File: config.mk
export PLATFORM = sky130hd
export DESIGN_NAME = step_sequencer_flat
export DESIGN_NICKNAME = d
export VERILOG_FILES = /design/src/rtl/cpu_pkg.sv /design/src/rtl/step_sequencer_if.sv /design/src/rtl/wrap_counter.sv /design/src/rtl/step_sequencer.sv /design/src/flat_wrapper.sv
export SDC_FILE = /design/constraint.sdc
export NUM_CORES = 1
export LEC_CHECK = 0
export ABC_AREA = 1
export CORE_MARGIN = 2
export CORE_UTILIZATION = 54
export DETAILED_ROUTE_END_ITERATION = 16
export PLACE_DENSITY = 0.85
export SETUP_SLACK_MARGIN = 0.02
export SLEW_MARGIN = 5
export SYNTH_ARGS = -nofsm -noshare
export SYNTH_HDL_FRONTEND = slang
export SYNTH_SLANG_ARGS = --single-unit
File: constraint.sdc
create_clock -name clk -period 2.95 [get_ports clk]
set_input_delay 0.4425 -clock clk [delete_from_list [all_inputs] [get_ports clk]]
set_output_delay 0.4425 -clock clk [all_outputs]
set_load 0.01 [all_outputs]
File: src/rtl/cpu_pkg.sv
// ----------------------------------------------------------------------------
// cpu_pkg
// Shared Mini-CPU definitions used by the step sequencer and the control unit.
//   seq_state_t    : run/stop/halt state of the step sequencer
//   STEP_W_DEFAULT : default width of the micro-step counter
//   FETCH_STEPS    : first execute step (steps below this are fetch steps)
// ----------------------------------------------------------------------------
package cpu_pkg;

    typedef enum logic [2:0] {
        IDLE   = 3'd0,
        RUN    = 3'd1,
        PAUSE  = 3'd2,
        HALTED = 3'd3,
        FAULT  = 3'd4
    } seq_state_t;

    localparam int STEP_W_DEFAULT = 4;
    localparam int FETCH_STEPS    = 5;

endpackage

File: src/rtl/step_sequencer_if.sv
// ----------------------------------------------------------------------------
// step_sequencer_if
// Bundles the control-unit handshake and status signals of the step sequencer.
//   master : the control/debug side; drives start, stop, SC_inc, SC_reset,
//            HALT (and ss_mode/ss_go), observes step, cpu_run, halted, fault,
//            retire_cnt, cycle_cnt
//   slave  : the step sequencer itself (opposite directions)
// Optional single-step signals exist only when STEP_SEQ_SINGLE_STEP_EN is
// defined.
// ----------------------------------------------------------------------------
interface step_sequencer_if
    import cpu_pkg::*;
#(
    parameter int STEP_W = STEP_W_DEFAULT,
    parameter int CNT_W  = 16
);

    logic              start;
    logic              stop;
    logic              SC_inc;
    logic              SC_reset;
    logic              HALT;
    logic [STEP_W-1:0] step;
    logic              cpu_run;
    logic              halted;
    logic              fault;
    logic [CNT_W-1:0]  retire_cnt;
    logic [CNT_W-1:0]  cycle_cnt;
`ifdef STEP_SEQ_SINGLE_STEP_EN
    logic              ss_mode;
    logic              ss_go;

    modport master (
        output start, stop, SC_inc, SC_reset, HALT, ss_mode, ss_go,
        input  step, cpu_run, halted, fault, retire_cnt, cycle_cnt
    );

    modport slave (
        input  start, stop, SC_inc, SC_reset, HALT, ss_mode, ss_go,
        output step, cpu_run, halted, fault, retire_cnt, cycle_cnt
    );
`else
    modport master (
        output start, stop, SC_inc, SC_reset, HALT,
        input  step, cpu_run, halted, fault, retire_cnt, cycle_cnt
    );

    modport slave (
        input  start, stop, SC_inc, SC_reset, HALT,
        output step, cpu_run, halted, fault, retire_cnt, cycle_cnt
    );
`endif

endinterface

File: src/rtl/wrap_counter.sv
// ----------------------------------------------------------------------------
// wrap_counter
// Free-running up counter that wraps modulo 2^WIDTH.
//   clk   : clock (rising edge)
//   clr_n : asynchronous active-low clear
//   en    : count enable, one increment per enabled clock
//   count : current count
// ----------------------------------------------------------------------------
module wrap_counter #(
    parameter int WIDTH = 16
) (
    input  logic             clk,
    input  logic             clr_n,
    input  logic             en,
    output logic [WIDTH-1:0] count
);

    always_ff @(posedge clk or negedge clr_n) begin
        if (!clr_n) begin
            count <= '0;
        end else if (en) begin
            count <= count + 1'b1;
        end
    end

endmodule

File: src/rtl/step_sequencer.sv
// ----------------------------------------------------------------------------
// step_sequencer
// Owns the micro-step counter decoded by the control unit and the
// IDLE/RUN/PAUSE/HALTED/FAULT state that drives cpu_run. Also keeps a
// retired-instruction counter and a run-cycle counter for debug.
//   clk   : clock, all state on the rising edge
//   reset : asynchronous active-low reset
//   bus   : step_sequencer_if.slave (start, stop, SC_inc, SC_reset, HALT in;
//           step, cpu_run, halted, fault, retire_cnt, cycle_cnt out)
// Optional feature macro: STEP_SEQ_SINGLE_STEP_EN adds ss_mode/ss_go and the
// PAUSE behaviour; without it the sequencer acts as if ss_mode were 0.
// ----------------------------------------------------------------------------
module step_sequencer
    import cpu_pkg::*;
#(
    parameter int STEP_W   = STEP_W_DEFAULT,
    parameter int MAX_STEP = 15,
    parameter int CNT_W    = 16
) (
    input logic             clk,
    input logic             reset,
    step_sequencer_if.slave bus
);

    seq_state_t        state;
    seq_state_t        state_nxt;
    logic [STEP_W-1:0] step_nxt;
    logic              stop_pend;
    logic              stop_pend_nxt;
    logic              ss_mode_i;
    logic              ss_go_i;
    logic              retire;
    logic              in_run;

`ifdef STEP_SEQ_SINGLE_STEP_EN
    assign ss_mode_i = bus.ss_mode;
    assign ss_go_i   = bus.ss_go;
`else
    assign ss_mode_i = 1'b0;
    assign ss_go_i   = 1'b0;
`endif

    assign in_run = (state == RUN);

    // A HALT in the same cycle wins over the end of the instruction, so no
    // retire is counted then.
    assign retire = in_run && bus.SC_reset && (bus.step != '0) && !bus.HALT;

    // A stop arriving together with the retire must take effect on it, so
    // the pending flag is looked at together with the live stop input.
    always_comb begin
        state_nxt     = state;
        step_nxt      = bus.step;
        stop_pend_nxt = stop_pend;
        case (state)
            IDLE: begin
                if (bus.start && !bus.stop) begin
                    state_nxt = RUN;
                    step_nxt  = '0;
                end
            end
            RUN: begin
                stop_pend_nxt = stop_pend | bus.stop;
                if (bus.HALT) begin
                    state_nxt = HALTED;
                end else if (bus.SC_inc && !bus.SC_reset &&
                             (bus.step == STEP_W'(MAX_STEP))) begin
                    state_nxt = FAULT;
                end else begin
                    if (bus.SC_reset) begin
                        step_nxt = '0;
                    end else if (bus.SC_inc) begin
                        step_nxt = bus.step + 1'b1;
                    end
                    if (retire) begin
                        if (stop_pend_nxt) begin
                            state_nxt = IDLE;
                        end else if (ss_mode_i) begin
                            state_nxt = PAUSE;
                        end
                    end
                end
                if (state_nxt != RUN) begin
                    stop_pend_nxt = 1'b0;
                end
            end
            PAUSE: begin
                if (bus.stop) begin
                    state_nxt = IDLE;
                end else if (ss_go_i) begin
                    state_nxt = RUN;
                end
            end
            HALTED: begin
                if (bus.stop) begin
                    state_nxt = IDLE;
                end else if (bus.start) begin
                    state_nxt = RUN;
                    step_nxt  = '0;
                end
            end
            FAULT: begin
                state_nxt = FAULT;
            end
            default: begin
                state_nxt = IDLE;
            end
        endcase
    end

    // Status outputs are registered from the next state so they line up
    // with the state register.
    always_ff @(posedge clk or negedge reset) begin
        if (!reset) begin
            state       <= IDLE;
            stop_pend   <= 1'b0;
            bus.step    <= '0;
            bus.cpu_run <= 1'b0;
            bus.halted  <= 1'b0;
            bus.fault   <= 1'b0;
        end else begin
            state       <= state_nxt;
            stop_pend   <= stop_pend_nxt;
            bus.step    <= step_nxt;
            bus.cpu_run <= (state_nxt == RUN);
            bus.halted  <= (state_nxt == HALTED);
            bus.fault   <= (state_nxt == FAULT);
        end
    end

    wrap_counter #(.WIDTH(CNT_W)) u_retire_cnt (
        .clk   (clk),
        .clr_n (reset),
        .en    (retire),
        .count (bus.retire_cnt)
    );

    wrap_counter #(.WIDTH(CNT_W)) u_cycle_cnt (
        .clk   (clk),
        .clr_n (reset),
        .en    (in_run),
        .count (bus.cycle_cnt)
    );

endmodule

File: src/flat_wrapper.sv
// flat-port wrapper written by rule: the top's interface ports become plain ports
module step_sequencer_flat import cpu_pkg::*;
#(
    parameter int STEP_W   = STEP_W_DEFAULT,
    parameter int MAX_STEP = 15,
    parameter int CNT_W    = 16
)
  (clk, reset, bus_start, bus_stop, bus_SC_inc, bus_SC_reset, bus_HALT, bus_step, bus_cpu_run, bus_halted, bus_fault, bus_retire_cnt, bus_cycle_cnt);
  step_sequencer_if #(.STEP_W(STEP_W), .CNT_W(CNT_W)) bus_i ();
  input logic clk;
  input logic reset;
  input wire logic [$bits(bus_i.start)-1:0] bus_start;
  input wire logic [$bits(bus_i.stop)-1:0] bus_stop;
  input wire logic [$bits(bus_i.SC_inc)-1:0] bus_SC_inc;
  input wire logic [$bits(bus_i.SC_reset)-1:0] bus_SC_reset;
  input wire logic [$bits(bus_i.HALT)-1:0] bus_HALT;
  output wire logic [$bits(bus_i.step)-1:0] bus_step;
  output wire logic [$bits(bus_i.cpu_run)-1:0] bus_cpu_run;
  output wire logic [$bits(bus_i.halted)-1:0] bus_halted;
  output wire logic [$bits(bus_i.fault)-1:0] bus_fault;
  output wire logic [$bits(bus_i.retire_cnt)-1:0] bus_retire_cnt;
  output wire logic [$bits(bus_i.cycle_cnt)-1:0] bus_cycle_cnt;
  assign bus_i.start = bus_start;
  assign bus_i.stop = bus_stop;
  assign bus_i.SC_inc = bus_SC_inc;
  assign bus_i.SC_reset = bus_SC_reset;
  assign bus_i.HALT = bus_HALT;
  assign bus_step = bus_i.step;
  assign bus_cpu_run = bus_i.cpu_run;
  assign bus_halted = bus_i.halted;
  assign bus_fault = bus_i.fault;
  assign bus_retire_cnt = bus_i.retire_cnt;
  assign bus_cycle_cnt = bus_i.cycle_cnt;
  step_sequencer #(.STEP_W(STEP_W), .MAX_STEP(MAX_STEP), .CNT_W(CNT_W)) u_core (.clk(clk), .reset(reset), .bus(bus_i));
endmodule
Word level (Yosys, flattened, before mapping)

Index checks and enable logic that the tools add are counted.

Output and inout bits: 39
Register bits after elaboration: 43

Add/sub/neg operators: 3
Muxes and demuxes: 19
Bitwise logic cells: 1
Reductions and logical operators: 13
Equal/unequal tests: 15

Operator list:

| cell                                          | count |
|---|---|
| adder 16 x 1 -> 16 bit, second input constant | 2 |
| two-way mux 4 bit                             | 7 |
| two-way mux 3 bit                             | 9 |
| case mux 3 bit (5 select lines)               | 1 |
| case mux 4 bit (3 select lines)               | 1 |
| == test 3 x 2 -> 1 bit, second input constant | 3 |
| != test 2 bit, second input constant          | 4 |
| AND reduction 7 bit                           | 1 |
| == test 3 x 1 -> 1 bit, second input constant | 2 |
| == test 3 bit, second input constant          | 2 |
| logical AND 1 bit                             | 6 |
| adder 4 x 1 -> 4 bit, second input constant   | 1 |
| == test 4 bit, second input constant          | 1 |
| nonzero test 4 bit                            | 1 |
| zero test 1 bit                               | 3 |
| zero test 3 bit                               | 1 |
| != test 3 x 1 -> 1 bit, second input constant | 1 |
| != test 3 bit, second input constant          | 1 |
| nonzero test 3 bit                            | 1 |
| != test 2 x 1 -> 1 bit, second input constant | 1 |
| two-way mux 1 bit                             | 1 |
| OR 1 bit                                      | 1 |

Depth between registers and ports, before layout

Gate-level depths: netlist of the first run.

Word-level depth: 10
Mapped depth: 9
Depth with buffers taken out: 9

Hierarchy

From an unflattened synthesis of the first run, not the netlist that was laid out.

Cells, all modules: 275
Area, all modules: 2263.4 um2

Modules (own cells, without submodules):

| module         | instances | sequential area each (um2) | cells each | area an instance (um2) |
|---|---|---|---|---|
| wrap_counter   | 2         | 400.4                      | 97         | 813.3 |
| step_sequencer | 1         | 275.3                      | 81         | 636.9 |

Worst setup path after synthesis of the first run

Ideal clock, no wire load.

Path type: register to register
From: reg u_core.u_cycle_cnt.count[0]
To: reg u_core.u_cycle_cnt.count[12]
Arrival: 1314 ps
Path buffers: 0
Slack: 1513 ps
Clock period less this slack: 1437 ps
Stages on the path, launching flop included: 9
Required time: 2827 ps
Path through: dfrtp_1 -> ha_1 -> nand2_1 -> nor2_1 -> nand2_1 -> nor2_2 -> nand3_1 -> o21ai_0 -> nand2_1

Longest elaborated chain between the ends: 1

RTL lines:

| what                   | RTL line           | RTL |
|---|---|---|
| start, declared        | wrap_counter.sv:15 | `output logic [WIDTH-1:0] count` |
| start signal, assigned | wrap_counter.sv:22 | `count <= count + 1'b1;` |
| adder 16 x 1 -> 16 bit | wrap_counter.sv:22 |  |

No other way between the ends.
A chain may end at the register's enable or synchronous reset.

Worst setup path after layout of the first run

From: in bus_SC_reset
To: reg u_core.u_retire_cnt.count[9]

Longest elaborated chain between the ends: 3

RTL lines:

| what                           | RTL line             | RTL |
|---|---|---|
| start, declared                | flat_wrapper.sv:15   | `input wire logic [$bits(bus_i.SC_reset)-1:0] bus_SC_reset;` |
| logical AND 1 bit (3 in a row) | step_sequencer.sv:47 | `assign retire = in_run && bus.SC_reset && (bus.step != '0) && !bus.HALT;` |
| end signal, assigned           | wrap_counter.sv:22   |  |
| end, declared                  | wrap_counter.sv:15   |  |

No other way between the ends.

==> flow_metrics.py, run 1 <==
metrics = {
    "min_path": {
        "min_path_type": "input pin to asynchronous set/reset pin",
    },
    "route": {
        "route.vias.total": 2109,
        "postRouteAntennaNets": 0,
        "wire_per_inst_um": 12.7,
        "finalWirelength_um": 5070,
        "dr.pass1.iters": 4,
        "vias_per_cell": 5.29,
        "post-route-drc-count": 0,
        "drt_iter0_drc": 154,
    },
    "cts": {
        "cts_sinks": 43,
        "clockBufferDepth": 2,
        "clock-root-buffer": "clkbuf_8",
        "cts_htree_levels": 2,
        "cts_resized": 0,
        "path_clk_slew_ns": 0.09,
        "numCtsBuffers": 5,
        "clkLatencyLatePin_ns": 0.30,
        "holdBufCountCts": 0,
        "post_cts_buffers": 0,
        "cts_tree": "done",
    },
    "setup_path": {
        "cp-start-kind": "input pin",
        "critical_path_class": "input pin to flip-flop",
        "cp-end-kind": "flip-flop",
        "critPathRequiredTime_ns": 3.13,
        "cp.arrival_ns": 1.99,
        "crit_fanout": 9,
    },
    "timing": {
        "hold_violations": 0,
        "period_minus_slack_ns": 1.82,
        "rsz0062_at_grt": "no",
        "finalClockSkew_ns": 0.0111,
        "post-route-period-util_pct": 61.6,
        "max_slew.worst_pin.slew_ns": 0.945,
        "final-max-slew-violation-count": 0,
        "setup_tns_ns": 0,
        "slew_headroom_pct": 37.0,
        "setup_violations": 0,
        "fmax_mhz": 550,
    },
    "logic_synthesis": {
        "synthCells": 299,
        "synth_top_area_share_pct": 46.0,
        "yosysTopAreaCell": "dfrtp_1",
        "yosys-top-cells-area": "dfrtp_1, nand2_1, xor2_1",
        "synth_edf_count": 0,
        "yosysMostFrequentCell": "nand2_1",
        "synth_nets": 310,
        "synth_common_cells": "nand2_1, dfrtp_1, nor2_1",
        "async_flop_share_pct": 100,
        "synth-seq-area-share_pct": 46.0,
        "ys_seq_elements": 43,
        "ys.flop_type": "dfrtp_1",
        "yosys_warnings": 0,
        "syn_area_sq_um": 2340,
        "yosysUniqueCellTypes": 25,
        "synth.avg_cell_area_sq_um": 7.83,
    },
    "power": {
        "pwr_density_cell_nw_per_um2": 612,
        "combPwrFrac_pct": 33.8,
        "p_sw_mw": 0.665,
        "p_int_mw": 1.12,
        "clockPowerShare_pct": 20.7,
        "leakage_nw": 1.30,
        "power.sequential.fraction_pct": 45.5,
        "vdd_ir_drop_max_mv": 0.471,
        "swShare_pct": 37.3,
    },
    "status": {
        "status": "completed",
    },
    "final_layout": {
        "final_nets": 359,
        "drive_above_1_share_pct": 5.44,
        "final_util_pct": 71.4,
        "synthToLayoutAreaGrowth_pct": 24.6,
        "n_antenna_cell": 0,
    },
    "grt": {
        "grt_pass1_vias": 1973,
        "grt_max_degree": 44,
        "antenna_found_initial": 0,
        "grt_pass1_wl_um": 8830,
        "overflow": 0,
        "gr-usage-all-layers_pct": 22.5,
    },
    "place": {
        "dp.final_hpwl_um": 3680,
        "io_buffers": 45,
        "place_congestion": 0.851,
    },
    "floorplan": {
        "core_area_sq_um": 4090,
        "start_util_pct": 57.3,
        "placement_rows": 23,
        "ioPinCount": 46,
        "die_height_um": 69.8,
        "die-area_sq_um": 4880,
        "dieWidth_um": 69.8,
    },
    "flow_run": {
        "drv_cap": 0,
    },
}
==> flip-flops by register name (all words and copies together) (netlist names) <==
signal and count:
u_core.u_cycle_cnt.count 16, u_core.u_retire_cnt.count 16, u_core.bus.step 4, u_core.state 3, u_core.bus.cpu_run 1, u_core.bus.fault 1, u_core.bus.halted 1, u_core.stop_pend 1
==> area by class of cell <==
cell class                      count  area [sq um]
Tap cell                           50          62.6
Clock inverter                      2          12.5
Clock buffer                        6          72.6
Timing Repair Buffer               45           445
Fill cell                         331          1170
Inverter                           31           116
Multi-Input combinational cell    222          1130
Sequential cell                    43          1080
==> metrics by stage <==
step	std cells	power [mW]	hold slack, ns	setup WS [ns]	area (sq um)
floorplan	299	1.15	0.147	1.51	2340
global placement	391	1.41	0.470	0.989	2830
detailed placement	391	1.43	0.482	0.902	2830
CTS	399	1.80	0.313	1.16	2920
global route	399	1.91	0.354	1.01	2920
finish	399	1.78	0.281	1.13	2920
==> metal layers <==
layer | wire [um] | up-vias | part of all wire [%] | global-route usage, %
li1 | - | 1053 | - | -
met1 | 2310 | 983 | 46 | 29.3
met2 | 2420 | 65 | 48 | 36.1
met3 | 246 | 8 | 4.9 | 5.52
met4 | 88 | 0 | 1.7 | 8.97
met5 | 0 | - | 0 | 0
==> logic make-up after synthesis <==
| kind of cell | share of synthesized area (%) |
|---|---|
| and+or+nand+nor | 31.5 |
| DFF | 46.0 |
| buffers and inverters | 5.72 |
| AOI/OAI and AO/OA | 6.09 |
| xor gates and xnor gates | 8.60 |
| adders and majority gates | 2.14 |
==> worst max-delay path, stage by stage <==
cell and delay [ns]:
clkdlybuf4s50_1 0.53, inv_1 0.08, nor2_1 0.21, nand3_4 0.19, nor2_4 0.16, nand2_2 0.09
nor3_1 0.22, nor2_1 0.08
==> power by group through the flow <==
stage / Clock, mW / Combinational (mW) / Sequential (mW)
floorplan: 0 / 0.316 / 0.837
global placement: 0 / 0.588 / 0.818
detailed placement: 0 / 0.605 / 0.824
CTS: 0.377 / 0.608 / 0.812
global route: 0.405 / 0.676 / 0.831
finish: 0.369 / 0.603 / 0.813
==> cells in the final DEF, fill, tap and decap left out, types with 2 or more instances in the layout <==
cell type / n
nor2_1: 35
ha_1: 4
nor2_2: 2
nor2_4: 2
nand2_1: 82
xor2_1: 18
clkbuf_8: 5
o21ai_0: 17
nand4_1: 7
inv_2: 3
nand3_1: 22
a21oi_1: 4
o22ai_1: 3
nor3_1: 13
inv_1: 28
clkdlybuf4s50_1: 44
xnor2_1: 5
dfrtp_1: 43
nand2_2: 2
==> path summary, 6_finish.rpt <==
path	slack, ns	endpoint	start	depth (start not counted)
hold reg to reg	0.50	u_core.stop_pend$_DFFE_PN0P_	u_core.stop_pend$_DFFE_PN0P_	2
setup / recovery	1.13	u_core.u_retire_cnt.count[9]$_DFFE_PN0N_	bus_SC_reset	8
setup reg to reg	1.15	u_core.u_retire_cnt.count[9]$_DFFE_PN0N_	u_core.state[2]$_DFF_PN0_	8
max in group asynchronous	2.07	u_core.u_retire_cnt.count[10]$_DFFE_PN0N_	reset	1
hold / removal	0.28	u_core.bus.step[0]$_DFFE_PN0P_	reset	1
min in group clk	0.50	u_core.stop_pend$_DFFE_PN0P_	u_core.stop_pend$_DFFE_PN0P_	2
No activity file was read; power rests on OpenSTA's default activity.
==> run 2, diff against run 1 <==
--- a/config.mk
+++ b/config.mk
@@ -7,9 +7,9 @@
 export LEC_CHECK = 0
 export ABC_AREA = 1
 export CORE_MARGIN = 2
-export CORE_UTILIZATION = 54
+export CORE_UTILIZATION = 51
 export DETAILED_ROUTE_END_ITERATION = 16
-export PLACE_DENSITY = 0.85
+export PLACE_DENSITY = 0.81
 export SETUP_SLACK_MARGIN = 0.02
 export SLEW_MARGIN = 5
 export SYNTH_ARGS = -nofsm -noshare
==> constraint.sdc (replaced) <==
create_clock -name clk -period 1.8 [get_ports clk]
set_input_delay 0.27 -clock clk [delete_from_list [all_inputs] [get_ports clk]]
set_output_delay 0.27 -clock clk [all_outputs]
set_load 0.01 [all_outputs]
==> run 2 against run 1 <==
Clock skew decreased by 0.0078 ns. Sequential power increased by 62%. Design area increased by 2.3%. Non-clock buffer count increased by 10. Register-to-register slack got worse by 0.91 ns. Clock-buffer cell count unchanged. Clock power increased by 52%. Largest cell class unchanged.
==> flow_metrics.py, run 2 (synthesized netlist as in run 1, its figures left out) <==
metrics = {
    "final_layout": {
        "synthToLayoutAreaGrowth_pct": 27.5,
        "n_antenna_cell": 0,
        "top_regs": "u_core.u_cycle_cnt.count (16), u_core.u_retire_cnt.count (16), u_core.bus.step (4)",
        "drive_above_1_share_pct": 7.28,
        "final_nets": 369,
        "layout_commonest_cell": "nand2_1",
        "final_cell_mix": "nand2_1, clkdlybuf4s50_1, dfrtp_1",
    },
    "timing": {
        "hold_violations": 0,
        "worst_slack_ns": 0.178,
        "setup_violations": 0,
        "period_minus_slack_ns": 1.62,
        "post-route-period-util_pct": 90.1,
        "slew_headroom_pct": 70.5,
        "fmax_mhz": 616,
        "holdWs_ns": 0.462,
        "rsz0062_at_grt": "no",
        "max_slew.worst_pin.slew_ns": 0.443,
        "finalClockSkew_ns": 0.00334,
        "setup_tns_ns": 0,
        "final-max-slew-violation-count": 0,
    },
    "setup_path": {
        "slowest_delay_ns": 0.53,
        "cp.arrival_ns": 1.35,
        "worstPathCellList": "buf_4, clkdlybuf4s50_1",
        "cp-start-kind": "flip-flop",
        "cp_top_family": "buffers and inverters",
        "critical_path_buf_inv_count": 2,
        "crit_fanout": 4,
        "critical_path_class": "flip-flop to primary output",
        "cp_slowest_cell": "clkdlybuf4s50_1",
        "critPathRequiredTime_ns": 1.53,
        "cp-end-kind": "primary output",
    },
    "power": {
        "clockPowerShare_pct": 18.8,
        "combPwrFrac_pct": 36.6,
        "vdd_ir_drop_max_mv": 0.750,
        "report.power.total_mw": 2.97,
        "power.sequential.fraction_pct": 44.5,
        "swShare_pct": 36.2,
        "p_sw_mw": 1.08,
        "pwr_density_cell_nw_per_um2": 995,
        "p_int_mw": 1.89,
        "leakage_nw": 1.34,
    },
    "floorplan": {
        "die-area_sq_um": 5150,
        "dieWidth_um": 71.8,
        "placement_rows": 24,
        "start_util_pct": 53.4,
        "die_height_um": 71.8,
        "ioPinCount": 46,
        "core_area_sq_um": 4380,
    },
    "flow_run": {
        "drv_cap": 0,
    },
    "cts": {
        "clockBufferDepth": 2,
        "clock-root-buffer": "clkbuf_8",
        "cts_htree_levels": 2,
        "path_clk_slew_ns": 0.07,
        "clkLatencyLatePin_ns": 0.29,
        "cts_tree": "done",
        "cts_sinks": 43,
        "numCtsBuffers": 5,
    },
    "route": {
        "postRouteAntennaNets": 0,
        "wire_per_inst_um": 12.4,
        "post-route-drc-count": 0,
        "finalWirelength_um": 5050,
        "drt_iter0_drc": 123,
        "route.vias.total": 2092,
        "vias_per_cell": 5.11,
        "dr.pass1.iters": 4,
    },
    "place": {
        "pre_cts_ws_ns": 0.0344,
        "place_congestion": 0.929,
        "io_buffers": 45,
        "dp.final_hpwl_um": 3870,
    },
    "grt": {
        "gr-usage-all-layers_pct": 20.8,
        "antenna_found_initial": 0,
        "grt_max_degree": 21,
        "grt_pass1_vias": 1934,
        "grt_pass1_wl_um": 8400,
        "overflow": 0,
    },
    "status": {
        "status": "completed",
    },
    "min_path": {
        "min_path_type": "input pin to asynchronous set/reset pin",
    },
}
[run 2: area by class of cell]
class,count,area [sq um]
Fill cell,371,1400
Multi-Input combinational cell,222,1130
Sequential cell,43,1080
Timing Repair Buffer,55,523
Inverter,31,116
Clock buffer,6,72.6
Tap cell,52,65.1
[run 2: power groups by stage]
stage,Combinational (mW),Clock [mW],Sequential [mW]
CTS,1.06,0.585,1.32
global placement,1.02,0,1.34
global route,1.21,0.600,1.34
detailed placement,1.05,0,1.34
floorplan,0.518,0,1.37
finish,1.09,0.560,1.32
[run 2: through the flow]
step | std cells | cell area (sq um) | util, %
6_report | 409 | 2980 | 68.1
5_1_grt | 409 | 2980 | 68.1
4_1_cts | 407 | 2970 | 67.7
3_5_place_dp | 400 | 2890 | 65.8
3_3_place_gp | 400 | 2890 | 65.8
2_1_floorplan | 299 | 2340 | -
[run 2: final timing paths]
| kind | start | to | slack (ns) | cells after the start |
|---|---|---|---|---|
| worst min-delay path | reset | u_core.bus.step[0]$_DFFE_PN0P_ | 0.46 | 2 |
| worst max-delay path | u_core.u_cycle_cnt.count[1]$_DFFE_PN0P_ | bus_cycle_cnt[1] | 0.18 | 2 |
| min in group clk | u_core.stop_pend$_DFFE_PN0P_ | u_core.stop_pend$_DFFE_PN0P_ | 0.49 | 2 |
| worst min register to register | u_core.stop_pend$_DFFE_PN0P_ | u_core.stop_pend$_DFFE_PN0P_ | 0.49 | 2 |
| max in group asynchronous | reset | u_core.u_retire_cnt.count[4]$_DFFE_PN0N_ | 0.80 | 3 |
| worst max register to register | u_core.u_cycle_cnt.count[0]$_DFFE_PN0P_ | u_core.u_cycle_cnt.count[12]$_DFFE_PN0P_ | 0.24 | 8 |
[run 2: routing by layer]
metal  global-route usage, %  wire, um  vias to the layer above
met4                    10.5        68                        0
met1                    27.6      2290                      949
met5                       0         0                        -
met3                    3.66       282                        8
met2                    32.6      2410                       59
li1                        -         -                     1076
[run 2: repair_timing]
item / CTS / global route
resized for setup: 0 / 0
hold endpoints to repair: 18 / 0
setup buffers: 0 / 2
hold buffers: 1 / 0
endpoints found under the setup margin: 0 / 1
[run 2: worst register-to-register path, delay by kind of cell (launching register included)]
kind	cells	cell delay [ns]
compound gates	1	0.18
simple gates	6	0.64
flops	1	0.43
fa+ha+maj	1	0.19
==> run 3, diff against run 2 <==
--- a/config.mk
+++ b/config.mk
@@ -9,7 +9,7 @@
 export CORE_MARGIN = 2
 export CORE_UTILIZATION = 51
 export DETAILED_ROUTE_END_ITERATION = 16
-export PLACE_DENSITY = 0.81
+export PLACE_DENSITY = 0.9
 export SETUP_SLACK_MARGIN = 0.02
 export SLEW_MARGIN = 5
 export SYNTH_ARGS = -nofsm -noshare
==> run 3 against run 2 <==
Core utilization about the same. Die area unchanged. Power up 1.4%. Worst hold slack gained 0.039 ns. Design area about the same. Global-route usage up 1.0 points. Clock-buffer cell count is 1 higher. Sequential power hardly changed. Register-to-register slack got worse by 0.06 ns. Wire length increased by 3.9%. Critical endpoint is now bus_retire_cnt[11].
==> flow_metrics.py, run 3 (synthesized netlist as in run 1, its figures left out) <==
metrics = {
    "status": {
        "status": "completed",
    },
    "route": {
        "route.vias.total": 2153,
        "postRouteAntennaNets": 0,
        "drt_iter0_drc": 212,
        "post-route-drc-count": 0,
        "wire_per_inst_um": 12.8,
        "dr.pass1.iters": 4,
        "finalWirelength_um": 5250,
        "vias_per_cell": 5.25,
    },
    "setup_path": {
        "slowest_delay_ns": 0.58,
        "rrSetupSlack_ns": 0.18,
        "critical_path_class": "flip-flop to primary output",
        "ff2ff_path_depth": 8,
        "crit_start": "u_core.u_retire_cnt.count[11]$_DFFE_PN0N_",
        "cp_top_family": "buffers and inverters",
        "critPathRequiredTime_ns": 1.53,
        "worstPathCellList": "clkdlybuf4s50_1",
        "crit_fanout": 6,
        "critical_path_buf_inv_count": 1,
        "crit_cells": 1,
        "cp.arrival_ns": 1.35,
        "reg2reg_to": "u_core.u_retire_cnt.count[9]$_DFFE_PN0N_",
        "cp-start-kind": "flip-flop",
        "rr_startpoint": "u_core.state[2]$_DFF_PN0_",
        "cp-end-kind": "primary output",
        "cp_slowest_cell": "clkdlybuf4s50_1",
    },
    "grt": {
        "grt_pass1_wl_um": 8830,
        "gr-usage-all-layers_pct": 21.8,
        "overflow": 0,
        "antenna_found_initial": 0,
        "grt_max_degree": 28,
        "grt_pass1_vias": 2027,
    },
    "final_layout": {
        "layout_commonest_cell": "nand2_1",
        "n_antenna_cell": 0,
        "top_regs": "u_core.u_cycle_cnt.count (16), u_core.u_retire_cnt.count (16), u_core.bus.step (4)",
        "final_nets": 368,
        "final_cell_mix": "nand2_1, clkdlybuf4s50_1, dfrtp_1",
        "final_area_sq_um": 2990,
        "final_util_pct": 68.1,
        "final_cell_count_no_fill": 410,
        "drive_above_1_share_pct": 7.26,
        "synthToLayoutAreaGrowth_pct": 27.5,
    },
    "timing": {
        "period_minus_slack_ns": 1.62,
        "fmax_mhz": 618,
        "post-route-period-util_pct": 89.9,
        "slew_headroom_pct": 60.7,
        "final-max-slew-violation-count": 0,
        "setup_violations": 0,
        "worst_slack_ns": 0.181,
        "max_slew.worst_pin.slew_ns": 0.590,
        "finalClockSkew_ns": 0.00952,
        "hold_violations": 0,
        "rsz0062_at_grt": "no",
        "setup_tns_ns": 0,
    },
    "cts": {
        "clockBufferDepth": 2,
        "path_clk_slew_ns": 0.08,
        "cts_htree_levels": 2,
        "numCtsBuffers": 5,
        "cts_tree": "done",
        "clkLatencyLatePin_ns": 0.30,
        "clock-root-buffer": "clkbuf_8",
        "cts_sinks": 43,
    },
    "power": {
        "power.sequential.fraction_pct": 44.2,
        "combPwrFrac_pct": 36.2,
        "p_int_mw": 1.91,
        "pwr_density_cell_nw_per_um2": 1010,
        "p_sw_mw": 1.11,
        "clockPowerShare_pct": 19.6,
        "swShare_pct": 36.7,
        "vdd_ir_drop_max_mv": 0.836,
        "leakage_nw": 1.34,
    },
    "floorplan": {
        "die-area_sq_um": 5150,
        "start_util_pct": 53.4,
        "placement_rows": 24,
        "ioPinCount": 46,
        "core_area_sq_um": 4380,
        "dieWidth_um": 71.8,
        "die_height_um": 71.8,
    },
    "place": {
        "pre_cts_ws_ns": -0.0264,
        "place_congestion": 0.827,
        "dp.final_hpwl_um": 3940,
        "placed_area_sq_um": 2870,
        "dp.cells": 398,
        "io_buffers": 45,
    },
    "flow_run": {
        "drv_cap": 0,
    },
    "min_path": {
        "min_path_type": "input pin to asynchronous set/reset pin",
    },
}
==> run 3: cell count changes in the layout (fill, tap and decap cells not counted) <==
cell,change
o21ai_1,+1
buf_4,-1
clkbuf_1,+1
o21ai_0,-1
clkinv_2,+1
==> run 3: per-layer routing <==
layer	wire length (um)	track usage (%)
met5	0	0
met4	65	5.66
met3	356	5.20
met2	2580	36.4
met1	2250	28.5
==> run 3: cell type report <==
cell class | count | area [sq um]
clock buffers | 7 | 76.3
repair buffers | 54 | 515
fillers | 356 | 1400
well taps | 52 | 65.1
flip-flops and latches | 43 | 1080
clock inverters | 1 | 5.00
multi-input cells | 222 | 1130
inverters | 31 | 116
==> run 3: repair_timing <==
item,CTS,global route
hold buffers,1,0
endpoints found under the setup margin,0,2
buffers inserted,0,3
gates resized for setup,0,1
endpoints found under the hold margin,19,0
==> run 3: how the worst max path moves through the flow <==
stage,end,slack (ns)
final,bus_retire_cnt[11],0.18
after CTS,u_core.u_retire_cnt.count[9]$_DFFE_PN0N_,0.15
after global routing,u_core.u_retire_cnt.count[9]$_DFFE_PN0N_,0.04
after detailed placement,u_core.u_retire_cnt.count[9]$_DFFE_PN0N_,-0.03
after global placement,u_core.u_retire_cnt.count[9]$_DFFE_PN0N_,0.08
after floorplan,u_core.u_cycle_cnt.count[12]$_DFFE_PN0P_,0.36
==> run 3: through the flow <==
step                total power [mW]  hold slack, ns
finish                          3.01           0.501
global route                    3.22           0.509
CTS                             2.97           0.501
global placement                2.33           0.301
floorplan                       1.89         -0.0256
detailed placement              2.38           0.309
==> run 3: power by group through the flow <==
stage | Sequential [mW] | Combinational, mW | Clock, mW
final | 1.33 | 1.09 | 0.591
after global routing | 1.36 | 1.23 | 0.636
after CTS | 1.33 | 1.04 | 0.601
after detailed placement | 1.35 | 1.04 | 0
after global placement | 1.33 | 0.998 | 0
after floorplan | 1.37 | 0.518 | 0
